--- config.mk ---
export PLATFORM = sky130hd
export DESIGN_NAME = idex_hazard_ctrl
export DESIGN_NICKNAME = d
export VERILOG_FILES = /design/src/rtl/cpu_ctrl_pkg.sv /design/src/rtl/idex_mc_timer.sv /design/src/rtl/idex_hazard_ctrl.sv
export SDC_FILE = /design/constraint.sdc
export NUM_CORES = 1
export LEC_CHECK = 0
export ABC_AREA = 1
export CORE_MARGIN = 2
export CORE_UTILIZATION = 55
export DETAILED_ROUTE_END_ITERATION = 8
export HOLD_SLACK_MARGIN = 0.12
export PLACE_DENSITY_LB_ADDON = 0.2
export REMOVE_ABC_BUFFERS = 1
export SYNTH_ARGS = -nofsm -noshare
export SYNTH_HDL_FRONTEND = slang
export SYNTH_HIERARCHICAL = 1
export SYNTH_SLANG_ARGS = --single-unit
--- constraint.sdc ---
create_clock -name clk -period 4.7 [get_ports clk]
set_clock_uncertainty 0.1 [all_clocks]
set_input_delay 0.705 -clock clk [delete_from_list [all_inputs] [get_ports clk]]
set_output_delay 0.705 -clock clk [all_outputs]
set_load 0.05 [all_outputs]
--- src/rtl/cpu_ctrl_pkg.sv ---
// rtl/cpu_ctrl_pkg.sv - shared types and constants for the ID/EX pipeline sequencer
// Contents: ctrl_state_e {ST_RUN, ST_MCBUSY}, REG_ZERO, OP_NOP, MC_CNT_W, reg_match().
package cpu_ctrl_pkg;

    typedef enum logic {
        ST_RUN    = 1'b0,
        ST_MCBUSY = 1'b1
    } ctrl_state_e;

    localparam logic [4:0] REG_ZERO = 5'd0;
    localparam logic [5:0] OP_NOP   = 6'd0;

    // Wide enough for MC_LATENCY-2 with MC_LATENCY up to 15.
    localparam int MC_CNT_W = 4;

    // A producer only conflicts with a reader when it targets a real register.
    function automatic logic reg_match(input logic [4:0] rd, input logic [4:0] rs);
        return (rd != REG_ZERO) && (rd == rs);
    endfunction

endpackage

--- src/rtl/idex_mc_timer.sv ---
// rtl/idex_mc_timer.sv - loadable down-counter that times the multi-cycle EX hold
// Ports:
//   clk, rst    clock, asynchronous active-high reset
//   load        load value into the counter
//   value       remaining MCBUSY cycles after the start cycle
//   en          count down (one step per cycle while busy)
//   done        current cycle is the last busy cycle
module idex_mc_timer
    import cpu_ctrl_pkg::*;
(
    input  logic                clk,
    input  logic                rst,
    input  logic                load,
    input  logic [MC_CNT_W-1:0] value,
    input  logic                en,
    output logic                done
);

    logic [MC_CNT_W-1:0] count;

    always_ff @(posedge clk or posedge rst) begin
        if (rst) begin
            count <= '0;
        end else if (load) begin
            count <= value;
        end else if (en && (count != '0)) begin
            count <= count - 1'b1;
        end
    end

    // The last busy cycle is the one whose decrement reaches zero. A load of
    // zero still gives one busy cycle, because the start cycle always enters MCBUSY.
    assign done = (count <= MC_CNT_W'(1));

endmodule

--- src/rtl/idex_hazard_ctrl.sv ---
// rtl/idex_hazard_ctrl.sv - ID/EX hazard, multi-cycle hold and branch squash sequencer
// Config macro: IDEX_FORWARDING_EN (defined: load-use stalls only; undefined: stall on any
//   EX/MEM producer until it retires).
// Ports:
//   clk, rst                          clock, asynchronous active-high reset
//   id_valid/id_rs/id_rt/id_uses_rt   ID instruction and its source registers
//   ex_valid/ex_rd/ex_reg_write/ex_mem_read/ex_mc_start/ex_branch_taken  EX status
//   mem_rd/mem_reg_write              MEM producer
//   pc_hold/ifid_hold/ifid_flush/idex_hold/idex_flush  pipeline register controls
//   ex_busy                           multi-cycle op in progress
//   stall_cycles                      saturating count of cycles with pc_hold=1
module idex_hazard_ctrl
    import cpu_ctrl_pkg::*;
#(
    parameter int MC_LATENCY = 4,
    parameter int CNT_W      = 32
) (
    input  logic             clk,
    input  logic             rst,
    input  logic             id_valid,
    input  logic [4:0]       id_rs,
    input  logic [4:0]       id_rt,
    input  logic             id_uses_rt,
    input  logic             ex_valid,
    input  logic [4:0]       ex_rd,
    input  logic             ex_reg_write,
    input  logic             ex_mem_read,
    input  logic             ex_mc_start,
    input  logic             ex_branch_taken,
    input  logic [4:0]       mem_rd,
    input  logic             mem_reg_write,
    output logic             pc_hold,
    output logic             ifid_hold,
    output logic             ifid_flush,
    output logic             idex_hold,
    output logic             idex_flush,
    output logic             ex_busy,
    output logic [CNT_W-1:0] stall_cycles
);

    ctrl_state_e state, state_next;
    logic        hazard;
    logic        mc_load;
    logic        mc_done;

`ifdef IDEX_FORWARDING_EN
    // Forwarding covers ALU results; only a load's data arrives too late for ID.
    assign hazard = id_valid && ex_valid && ex_mem_read &&
                    (reg_match(ex_rd, id_rs) || (id_uses_rt && reg_match(ex_rd, id_rt)));

    logic unused_fwd;
    assign unused_fwd = &{1'b0, ex_reg_write, mem_rd, mem_reg_write};
`else
    logic ex_hit, mem_hit;

    // Without forwarding ID must wait until the producer has written back.
    assign ex_hit  = ex_valid && ex_reg_write &&
                     (reg_match(ex_rd, id_rs) || (id_uses_rt && reg_match(ex_rd, id_rt)));
    assign mem_hit = mem_reg_write &&
                     (reg_match(mem_rd, id_rs) || (id_uses_rt && reg_match(mem_rd, id_rt)));
    assign hazard  = id_valid && (ex_hit || mem_hit);

    logic unused_nofwd;
    assign unused_nofwd = &{1'b0, ex_mem_read};
`endif

    always_comb begin
        pc_hold    = 1'b0;
        ifid_hold  = 1'b0;
        ifid_flush = 1'b0;
        idex_hold  = 1'b0;
        idex_flush = 1'b0;
        ex_busy    = 1'b0;
        mc_load    = 1'b0;
        state_next = state;
        if (!rst) begin
            unique case (state)
                ST_RUN: begin
                    if (ex_branch_taken) begin
                        // Branch wins even over a (malformed) simultaneous mc start.
                        ifid_flush = 1'b1;
                        idex_flush = 1'b1;
                    end else if (ex_mc_start) begin
                        pc_hold    = 1'b1;
                        ifid_hold  = 1'b1;
                        idex_hold  = 1'b1;
                        ex_busy    = 1'b1;
                        mc_load    = 1'b1;
                        state_next = ST_MCBUSY;
                    end else if (hazard) begin
                        pc_hold    = 1'b1;
                        ifid_hold  = 1'b1;
                        idex_flush = 1'b1;
                    end
                end
                ST_MCBUSY: begin
                    pc_hold   = 1'b1;
                    ifid_hold = 1'b1;
                    idex_hold = 1'b1;
                    ex_busy   = 1'b1;
                    if (mc_done) begin
                        state_next = ST_RUN;
                    end
                end
                default: state_next = ST_RUN;
            endcase
        end
    end

    always_ff @(posedge clk or posedge rst) begin
        if (rst) begin
            state <= ST_RUN;
        end else begin
            state <= state_next;
        end
    end

    always_ff @(posedge clk or posedge rst) begin
        if (rst) begin
            stall_cycles <= '0;
        end else if (pc_hold && (stall_cycles != {CNT_W{1'b1}})) begin
            stall_cycles <= stall_cycles + 1'b1;
        end
    end

    idex_mc_timer u_mc_timer (
        .clk   (clk),
        .rst   (rst),
        .load  (mc_load),
        .value (MC_CNT_W'(MC_LATENCY - 2)),
        .en    (state == ST_MCBUSY),
        .done  (mc_done)
    );

endmodule

* Word-level counts from Yosys, hierarchy flattened
Cells that the tools add are included.
** Operators by class
- $lt $le $gt $ge :: 1
- Reduce and logical (&&, ||, !) cells :: 19
- $add $sub $neg :: 2
- Equality and inequality tests :: 5
- Muxes and demuxes :: 22
- Bitwise operators :: 1
** Operators by type and width (count)
- 32-bit by 1-bit adder with 32-bit output (second input constant) :: 1
- 32-bit inequality test (second input constant) :: 1
- 5-bit == test :: 4
- 1-bit two-way mux :: 17
- 1-bit logical AND :: 12
- 5-bit nonzero test :: 2
- 4-bit two-way mux :: 2
- 1-bit case mux with 2 select lines :: 3
- 4-bit by 1-bit <= comparator with 1-bit output (second input constant) :: 1
- 4-bit nonzero test :: 1
- 4-bit by 1-bit subtractor with 4-bit output (second input constant) :: 1
- 1-bit logical OR :: 3
- 2-bit nonzero test :: 1
- 1-bit NOT :: 1
** Word-level totals
- Register bits after elaboration :: 37
- Word-level logic and storage cells :: 53
- Input bits :: 30
- Output and inout port bits :: 38

* Logic depth before layout (Yosys ltp)
Gate-level depths: netlist (run 1).
- Depth after elaboration :: 13
- Gate-level depth with buffers :: 14
- Depth with buffers taken out :: 13

* By module
The synthesis (run 1) kept the hierarchy.
** Modules (own cells, without submodules)
- idex_hazard_ctrl :: area an instance 2621.3 um2, cells each 412, seq. area each 825.8 um2, instances 1
- idex_mc_timer :: area an instance 321.6 um2, cells each 43, seq. area each 100.1 um2, instances 1

* Worst setup path before layout (run 1)
OpenSTA, ideal clock, no wires.
- Path kind :: input -> output
- Start :: in ex_branch_taken
- End :: out pc_hold
- Buffers on the path :: 2
- Arrival :: 2.998 ns
- Stages :: 7
- Setup slack :: 0.897 ns
- Required time :: 3.895 ns
- Cells stage by stage :: inv_1 nand2_1 a21oi_1 inv_1 nand2_2 clkbuf_1 buf_4
** On the way
- Cells in the longest elaborated chain, start to end :: 3
** RTL lines
- start: declaration :: line idex_hazard_ctrl.sv:29 : input logic ex_branch_taken,
- 1-bit two-way mux
- 1-bit case mux with 2 select lines
- 1-bit two-way mux
- end: declaration :: line idex_hazard_ctrl.sv:32 : output logic pc_hold,
No other way between the ends.

* Final worst setup path (run 1)
- Start :: in mem_rd[0]
- End :: out idex_flush
** On the way
- Cells in the longest elaborated chain, start to end :: 12
- Elaborated cells between the ends (all ways) :: 15
- Classes of those cells :: 2 x eq/ne; 5 x mux; 8 x reduce/logical
** RTL lines
- start: declaration :: line idex_hazard_ctrl.sv:30 : input logic [4:0] mem_rd,
- 5-bit == test or 5-bit nonzero test (tied branches) :: line cpu_ctrl_pkg.sv:18 : return (rd != REG_ZERO) && (rd == rs);
- 1-bit logical AND :: line cpu_ctrl_pkg.sv:18
- 1-bit logical AND :: line idex_hazard_ctrl.sv:60 : (reg_match(mem_rd, id_rs) || (id_uses_rt && reg_match(mem_rd, id_rt)));
- 1-bit logical OR * :: line idex_hazard_ctrl.sv:60
- 1-bit logical AND * :: line idex_hazard_ctrl.sv:59 : assign mem_hit = mem_reg_write &&
- 1-bit logical OR * :: line idex_hazard_ctrl.sv:61 : assign hazard = id_valid && (ex_hit || mem_hit);
- 1-bit logical AND * :: line idex_hazard_ctrl.sv:61
- 1-bit two-way mux * :: line idex_hazard_ctrl.sv:90 : end else if (hazard) begin
- 1-bit two-way mux * :: line idex_hazard_ctrl.sv:83 : end else if (ex_mc_start) begin
- 1-bit two-way mux * :: line idex_hazard_ctrl.sv:79 : if (ex_branch_taken) begin
- 1-bit two-way mux * :: line idex_hazard_ctrl.sv:77 : unique case (state)
- 1-bit two-way mux * :: line idex_hazard_ctrl.sv:76 : if (!rst) begin
- end: declaration :: line idex_hazard_ctrl.sv:36 : output logic idex_flush,
Mark *: on every way between the ends. The rest lies on a longest branch, timed or not.

==> metrics, run 1 <==
status finished, final reports clean; Final Setup Violations 0; global route total overflow 0; critical path class in -> out; Tcrit/Tclk final 0.799; Final Power between 1 and 1.5 mW; Crit path top cell by count nand2_1; crit path time final 3.75 ns; H-tree depth 2; post-route ant nets 0; Crit. End Element output port; Final Max Slew Viols 0; setup repair bufs after CTS 0; top_reg_cell synth dfrtp_1; maximum number of pins on one net before global-route repair 35; worst r2r src stall_cycles[1]; max_slew headroom 0.593; DRC viols 0; sequential power share 0.361; Async SR Flop Fraction 1.00; Worst Max-Slew Pin Slew between 0.6 and 0.7 ns; largest family of logic cells by synthesized area simple AND/OR/NAND/NOR gates; die area between 5000 and 6000 um2; Crit path required time just under 4 ns; die width between 70 and 80 um; Synth Area in XOR/XNOR 0.0923; final WL about 7.3 mm; Netlist cell types 34; global-route wire length before repair around 13 mm; pwr dens between 300 and 400 nW/um2; Wirelength per Cell 12.4 um; drt pass-1 iters 5; post_cts resized 0; post-synthesis adder-cell area fraction 0.0170; Peak VDD IR around 0.3 mV; setup TNS 0 ns; share of cells above drive strength 1 0.0499; Reg2Reg Setup Slack 1.94 ns; most frequent cells in the layout 182 x nand2_1, 66 x clkdlybuf4s50_1, 50 x nand3_1; Logic pwr share 0.430; hold path cells 2; most common cell after layout, fill and taps aside nand2_1; Compound-Gate Fraction of Synth Area 0.0238; DRT iter0 DRCs between 150 and 200; final worst slack between 0.9 and 1 ns; Critical Path AT 2.95 ns; Hold Path Class reg -> reg; via count slightly above 3000; leak pwr between 1.5 and 2 nW; core area between 5000 and 6000 um2; critical path's largest stage delay 0.84 ns; Avg Inst Size Synth about 6.5 um2; Synth warnings 6; post-synthesis mux area share 0; Avg Vias per Cell about 5.2; Post-DP HPWL 5.66 mm; Net Sw Frac 0.426; antenna violations before repair 0; unrepaired setup endpoints after global routing false; Worst Hold Launch stall_cycles[31]; Register-to-Register Path Depth 11; Hold Vio Cnt, Final 0; Reg area roughly 930 um2; sw power about 0.48 mW; Seq cells post-synth 37; ant diodes 0; post-place setup slack about 0.97 ns; port bufs 66; CP Launch Point mem_rd[0]; Seq/Total Area, Yosys 0.315; # IOs slightly below 70; row cnt 26; routability cong. approximately 0.89; number of synthesized flops with an enable pin 0; Post-Syn Area about 2900 um2; Initial Util 0.573; fillcell total between 400 and 500; Internal ~0.65 mW; vias in the first global route between 2000 and 3000; critical path's slowest cell clkdlybuf4s50_1; Clock Sinks 37; synthesis-to-layout area growth 26.6%; highest clock rate around 0.27 GHz; Final nets around 550; CTS clock-pin slew for the worst setup and hold paths ~0.08 ns; clock share of power 0.209; Cell Chain, Critical Path clkdlybuf4s50_1 -> inv_1 -> nand2_1 -> nand2_1 -> nor2_1 -> nand3_1 -> nand2_1 -> nand2_1 -> nand2_1 -> a21oi_1 -> nor3b_1 -> clkdlybuf4s50_1; CTS buffer count 5; cts hold-fix bufs 0; Fin Hold WS about 0.42 ns; CTS tree yes; CTS max path bufs 2; Clock Latency Late Sink a little under 0.3 ns; Max-Cap Viols 0; clk root buf clkbuf_8; CP Max Fanout 3; Die Y just under 80 um; area of the multi-input gates 1760 um2; Tot GR Track Use 0.260; Post-Synthesis Cells ~460; startpoint types input pin; Simple-Gate Fraction of Synth Area 0.458
## layer usage
metal,vias to the layer above,routed length (um),part of all wire,track usage
li1,1555,-,-,-
met1,1439,3400,0.46,0.361
met2,85,3510,0.48,0.423
met3,7,365,0.050,0.0400
met4,0,55,0.0075,0.0679
met5,-,0,0,0
## power by group through the flow
stage | registers, mW | clock network (mW) | logic [mW]
final | 0.406 | 0.235 | 0.484
after global routing | 0.411 | 0.253 | 0.537
after CTS | 0.405 | 0.238 | 0.486
after detailed placement | 0.410 | 0 | 0.482
after global placement | 0.408 | 0 | 0.469
after floorplan | 0.458 | 0 | 0.285
## cell families (layout without fill, tap and decap cells)
kind of cell             Yosys count  count (layout)
buffers and inverters             60             124
adder cells (fa/ha/maj)            4               4
AND/OR/NAND/NOR                  310             310
AO/OA/AOI/OAI                     11              11
other                              2               4
XOR/XNOR                          31              31
flip-flops                        37              37
## worst max-delay path, delay by kind of cell
kind | cells | cell delay [ns]
AO/OA/AOI/OAI | 1 | 0.07
AND/OR/NAND/NOR | 8 | 0.74
buffers and inverters | 3 | 1.44
## cells in the mapped netlist, types with 2 or more instances
master | number | area (um2)
nand2_1 | 182 | 683
conb_1 | 2 | 7.51
ha_1 | 4 | 50.1
inv_1 | 46 | 173
nand2_2 | 3 | 18.8
xor2_1 | 19 | 166
nor4_1 | 6 | 37.5
nand3_1 | 50 | 250
buf_6 | 2 | 22.5
buf_4 | 3 | 22.5
nand4_1 | 9 | 56.3
nor2_1 | 37 | 139
nor3_1 | 12 | 60.1
nand2_4 | 2 | 22.5
dfrtp_1 | 37 | 926
o21ai_0 | 3 | 15.0
xnor2_1 | 12 | 105
nor2_2 | 2 | 12.5
o21ai_2 | 3 | 26.3
a21oi_1 | 3 | 15.0
buf_2 | 5 | 25.0
## final timing paths
| path | endpoint |
|---|---|
| max | idex_flush |
| min | stall_cycles[31] |
| max reg2reg | stall_cycles[6] |
| min reg2reg | stall_cycles[31] |
| max in group asynchronous | stall_cycles[3] |
| min in group asynchronous | u_mc_timer/count[0] |
## state kept, by name, summed over array words and instances, names as in the netlist
| name | count |
|---|---|
| stall_cycles | 32 |
| state | 1 |
| u_mc_timer/count | 4 |
## metrics by stage
step	util	area, um2	instances
2_1_floorplan	-	2860	444
3_3_place_gp	0.706	3630	583
3_5_place_dp	0.706	3630	583
4_1_cts	0.725	3720	591
5_1_grt	0.725	3720	591
6_report	0.725	3720	591
## area by class of cell
cell class,count,share of cell area
Tap cell,70,0.0235
Sequential cell,37,0.249
Clock buffer,6,0.0222
Timing Repair Buffer,69,0.183
Multi-Input combinational cell,360,0.471
Inverter,47,0.0474
Clock inverter,2,0.00369
Note: power is estimated with default switching activity, not from simulation.
==> inputs of run 2 (changes only) <==
--- a/config.mk
+++ b/config.mk
@@ -7,7 +7,7 @@
 export LEC_CHECK = 0
 export ABC_AREA = 1
 export CORE_MARGIN = 2
-export CORE_UTILIZATION = 55
+export CORE_UTILIZATION = 51
 export DETAILED_ROUTE_END_ITERATION = 8
 export HOLD_SLACK_MARGIN = 0.12
 export PLACE_DENSITY_LB_ADDON = 0.2
==> constraint.sdc (replaced) <==
create_clock -name clk -period 3.9 [get_ports clk]
set_clock_uncertainty 0.1 [all_clocks]
set_input_delay 0.585 -clock clk [delete_from_list [all_inputs] [get_ports clk]]
set_output_delay 0.585 -clock clk [all_outputs]
set_load 0.05 [all_outputs]
==> run 2 against run 1 <==
Power increased by 20%. Worst setup slack got worse by 0.040 ns. Via count decreased by 2.2%. Critical endpoint is now pc_hold.
==> metrics, run 2 (synthesized netlist as in run 1, its figures left out) <==
status finished, final reports clean (unchanged); post_cts resized 0 (unchanged); DRC viols 0 (unchanged); routability cong. 0.948 (was 0.886); Final nets 554 (unchanged); leak pwr 1.91 nW (was 1.90 nW); via count 3017 (was 3086); setup TNS 0 ns (unchanged); Initial Util 0.531 (was 0.573); final WL 7.32 mm (was 7.33 mm); global-route wire length before repair 12.4 mm (was 12.9 mm); Wirelength per Cell 12.3 um (was 12.4 um); die width 80.0 um (was 77.1 um); DRT iter0 DRCs 132 (was 183); most flop-heavy register stall_cycles (unchanged); Crit. End Element output port (unchanged); maximum number of pins on one net before global-route repair 35 (unchanged); CTS tree yes (unchanged); critical path class in -> out (unchanged); critical path's largest stage delay 0.54 ns (was 0.84 ns); Hold Path Class reg -> reg (unchanged); Final Setup Violations 0 (unchanged); critical path's slowest cell clkdlybuf4s50_1 (unchanged); Die Y 80.0 um (was 77.1 um); crit path time final roughly 3.0 ns; Critical Path AT 2.31 ns (was 2.95 ns); most common cell after layout, fill and taps aside nand2_1 (unchanged); CTS buffer count 5 (unchanged); clk root buf clkbuf_8 (unchanged); global route total overflow 0 (unchanged); fillcell total 516 (was 471); die area 6390 um2 (was 5950 um2); Max-Cap Viols 0 (unchanged); unrepaired setup endpoints after global routing false (unchanged); Crit path required time 3.21 ns (was 3.89 ns); H-tree depth 2 (unchanged); setup repair bufs after CTS 0 (unchanged); post-layout util 0.678 (was 0.725); Tot GR Track Use 0.244 (was 0.260); max reg flops 32 (unchanged); vias in the first global route 2838 (was 2877); share of cells above drive strength 1 0.0557 (was 0.0499); Avg Vias per Cell 5.09 (was 5.22); Cell Chain, Critical Path clkdlybuf4s50_1 -> inv_1 -> nand2_1 -> nand2_1 -> nor2_1 -> nand3_1 -> nand2_1 -> nand2_1 -> nand2_1 -> nand3_1 -> nand2_2 -> buf_12 (was clkdlybuf4s50_1 -> inv_1 -> nand2_1 -> nand2_1 -> nor2_1 -> nand3_1 -> nand2_1 -> nand2_1 -> nand2_1 -> a21oi_1 -> nor3b_1 -> clkdlybuf4s50_1); Final Max Slew Viols 0 (unchanged); max_slew headroom 0.546 (was 0.593); most frequent cells in the layout 182 x nand2_1, 62 x clkdlybuf4s50_1, 50 x nand3_1 (was 182 x nand2_1, 66 x clkdlybuf4s50_1, 50 x nand3_1); Hold Vio Cnt, Final 0 (unchanged); Clock Latency Late Sink 0.29 ns (about the same); # IOs 68 (unchanged); ant diodes 0 (unchanged); Clock Sinks 37 (unchanged); cts hold-fix bufs 0 (unchanged); CP Max Fanout 17 (was 3); synthesis-to-layout area growth 27.6% (was 26.6%); Crit path top cell by count nand2_1 (unchanged); highest clock rate 0.334 GHz; Worst Path Buf+Inv 3 (unchanged); CTS clock-pin slew for the worst setup and hold paths 0.07 ns (was 0.08 ns); Worst Max-Slew Pin Slew 0.681 ns (was 0.610 ns); pwr dens 359 nW/um2 (was 302 nW/um2); core area 5540 um2 (was 5140 um2); startpoint types input pin (unchanged); cell family with most CP delay simple AND/OR/NAND/NOR gates (was buffers and inverters); Top Registers stall_cycles: 32 flops, u_mc_timer/count: 4 flops, state: 1 flops (unchanged); Reg2Reg Setup Slack 1.16 ns (was 1.94 ns); post-route ant nets 0 (unchanged); antenna violations before repair 0 (unchanged); CTS max path bufs 2 (unchanged); row cnt 27 (was 26); Fin Hold WS 0.441 ns (was 0.419 ns); Tcrit/Tclk final 0.768; port bufs 66 (unchanged); Post-DP HPWL 5.92 mm (was 5.66 mm); drt pass-1 iters 4 (was 5); Peak VDD IR 0.419 mV (was 0.306 mV)
-- run 2: per-stage QoR --
stage	area (um2)	setup WS (ns)	std cells	total power [mW]
floorplan	2860	0.0613	444	0.895
global placement	3670	0.928	585	1.08
detailed placement	3670	0.866	585	1.09
CTS	3750	0.893	593	1.36
global route	3750	0.760	593	1.44
finish	3750	0.905	593	1.35
-- run 2: area by class of cell --
cell class / count / area, um2 / area share
multi-input cells: 360 / 1760 / 0.468
clock inverters: 2 / 10.0 / 0.00267
clock buffers: 6 / 72.6 / 0.0193
flip-flops and latches: 37 / 926 / 0.247
well taps: 72 / 90.1 / 0.0240
repair buffers: 69 / 723 / 0.193
inverters: 47 / 176 / 0.0470
-- run 2: worst paths after layout --
| kind | start | end | cells past startpoint |
|---|---|---|---|
| worst min register to register | stall_cycles[31] | stall_cycles[31] | 2 |
| min in group asynchronous | rst | u_mc_timer/count[0] | 2 |
| worst min-delay path | stall_cycles[31] | stall_cycles[31] | 2 |
| worst max-delay path | ex_rd[4] | pc_hold | 12 |
| worst max register to register | stall_cycles[1] | stall_cycles[23] | 11 |
| max in group asynchronous | rst | stall_cycles[19] | 3 |
-- run 2: where the power goes --
group	switching, mW	internal, mW	total, mW
Sequential	0.0560	0.430	0.486
Clock	0.139	0.124	0.263
Combinational	0.378	0.221	0.599
-- run 2: worst register-to-register path: cells and delay by family (launching register included) --
family / cells / cell delay [ns]
flops: 1 / 0.43
buf+inv: 1 / 0.32
fa+ha+maj: 1 / 0.29
simple gates: 9 / 1.55
-- run 2: routing by layer --
layer	track usage	part of all wire	vias to the layer above
li1	-	-	1558
met1	0.315	0.48	1381
met2	0.423	0.46	68
met3	0.0396	0.041	10
met4	0.0576	0.013	0
met5	0	0	-
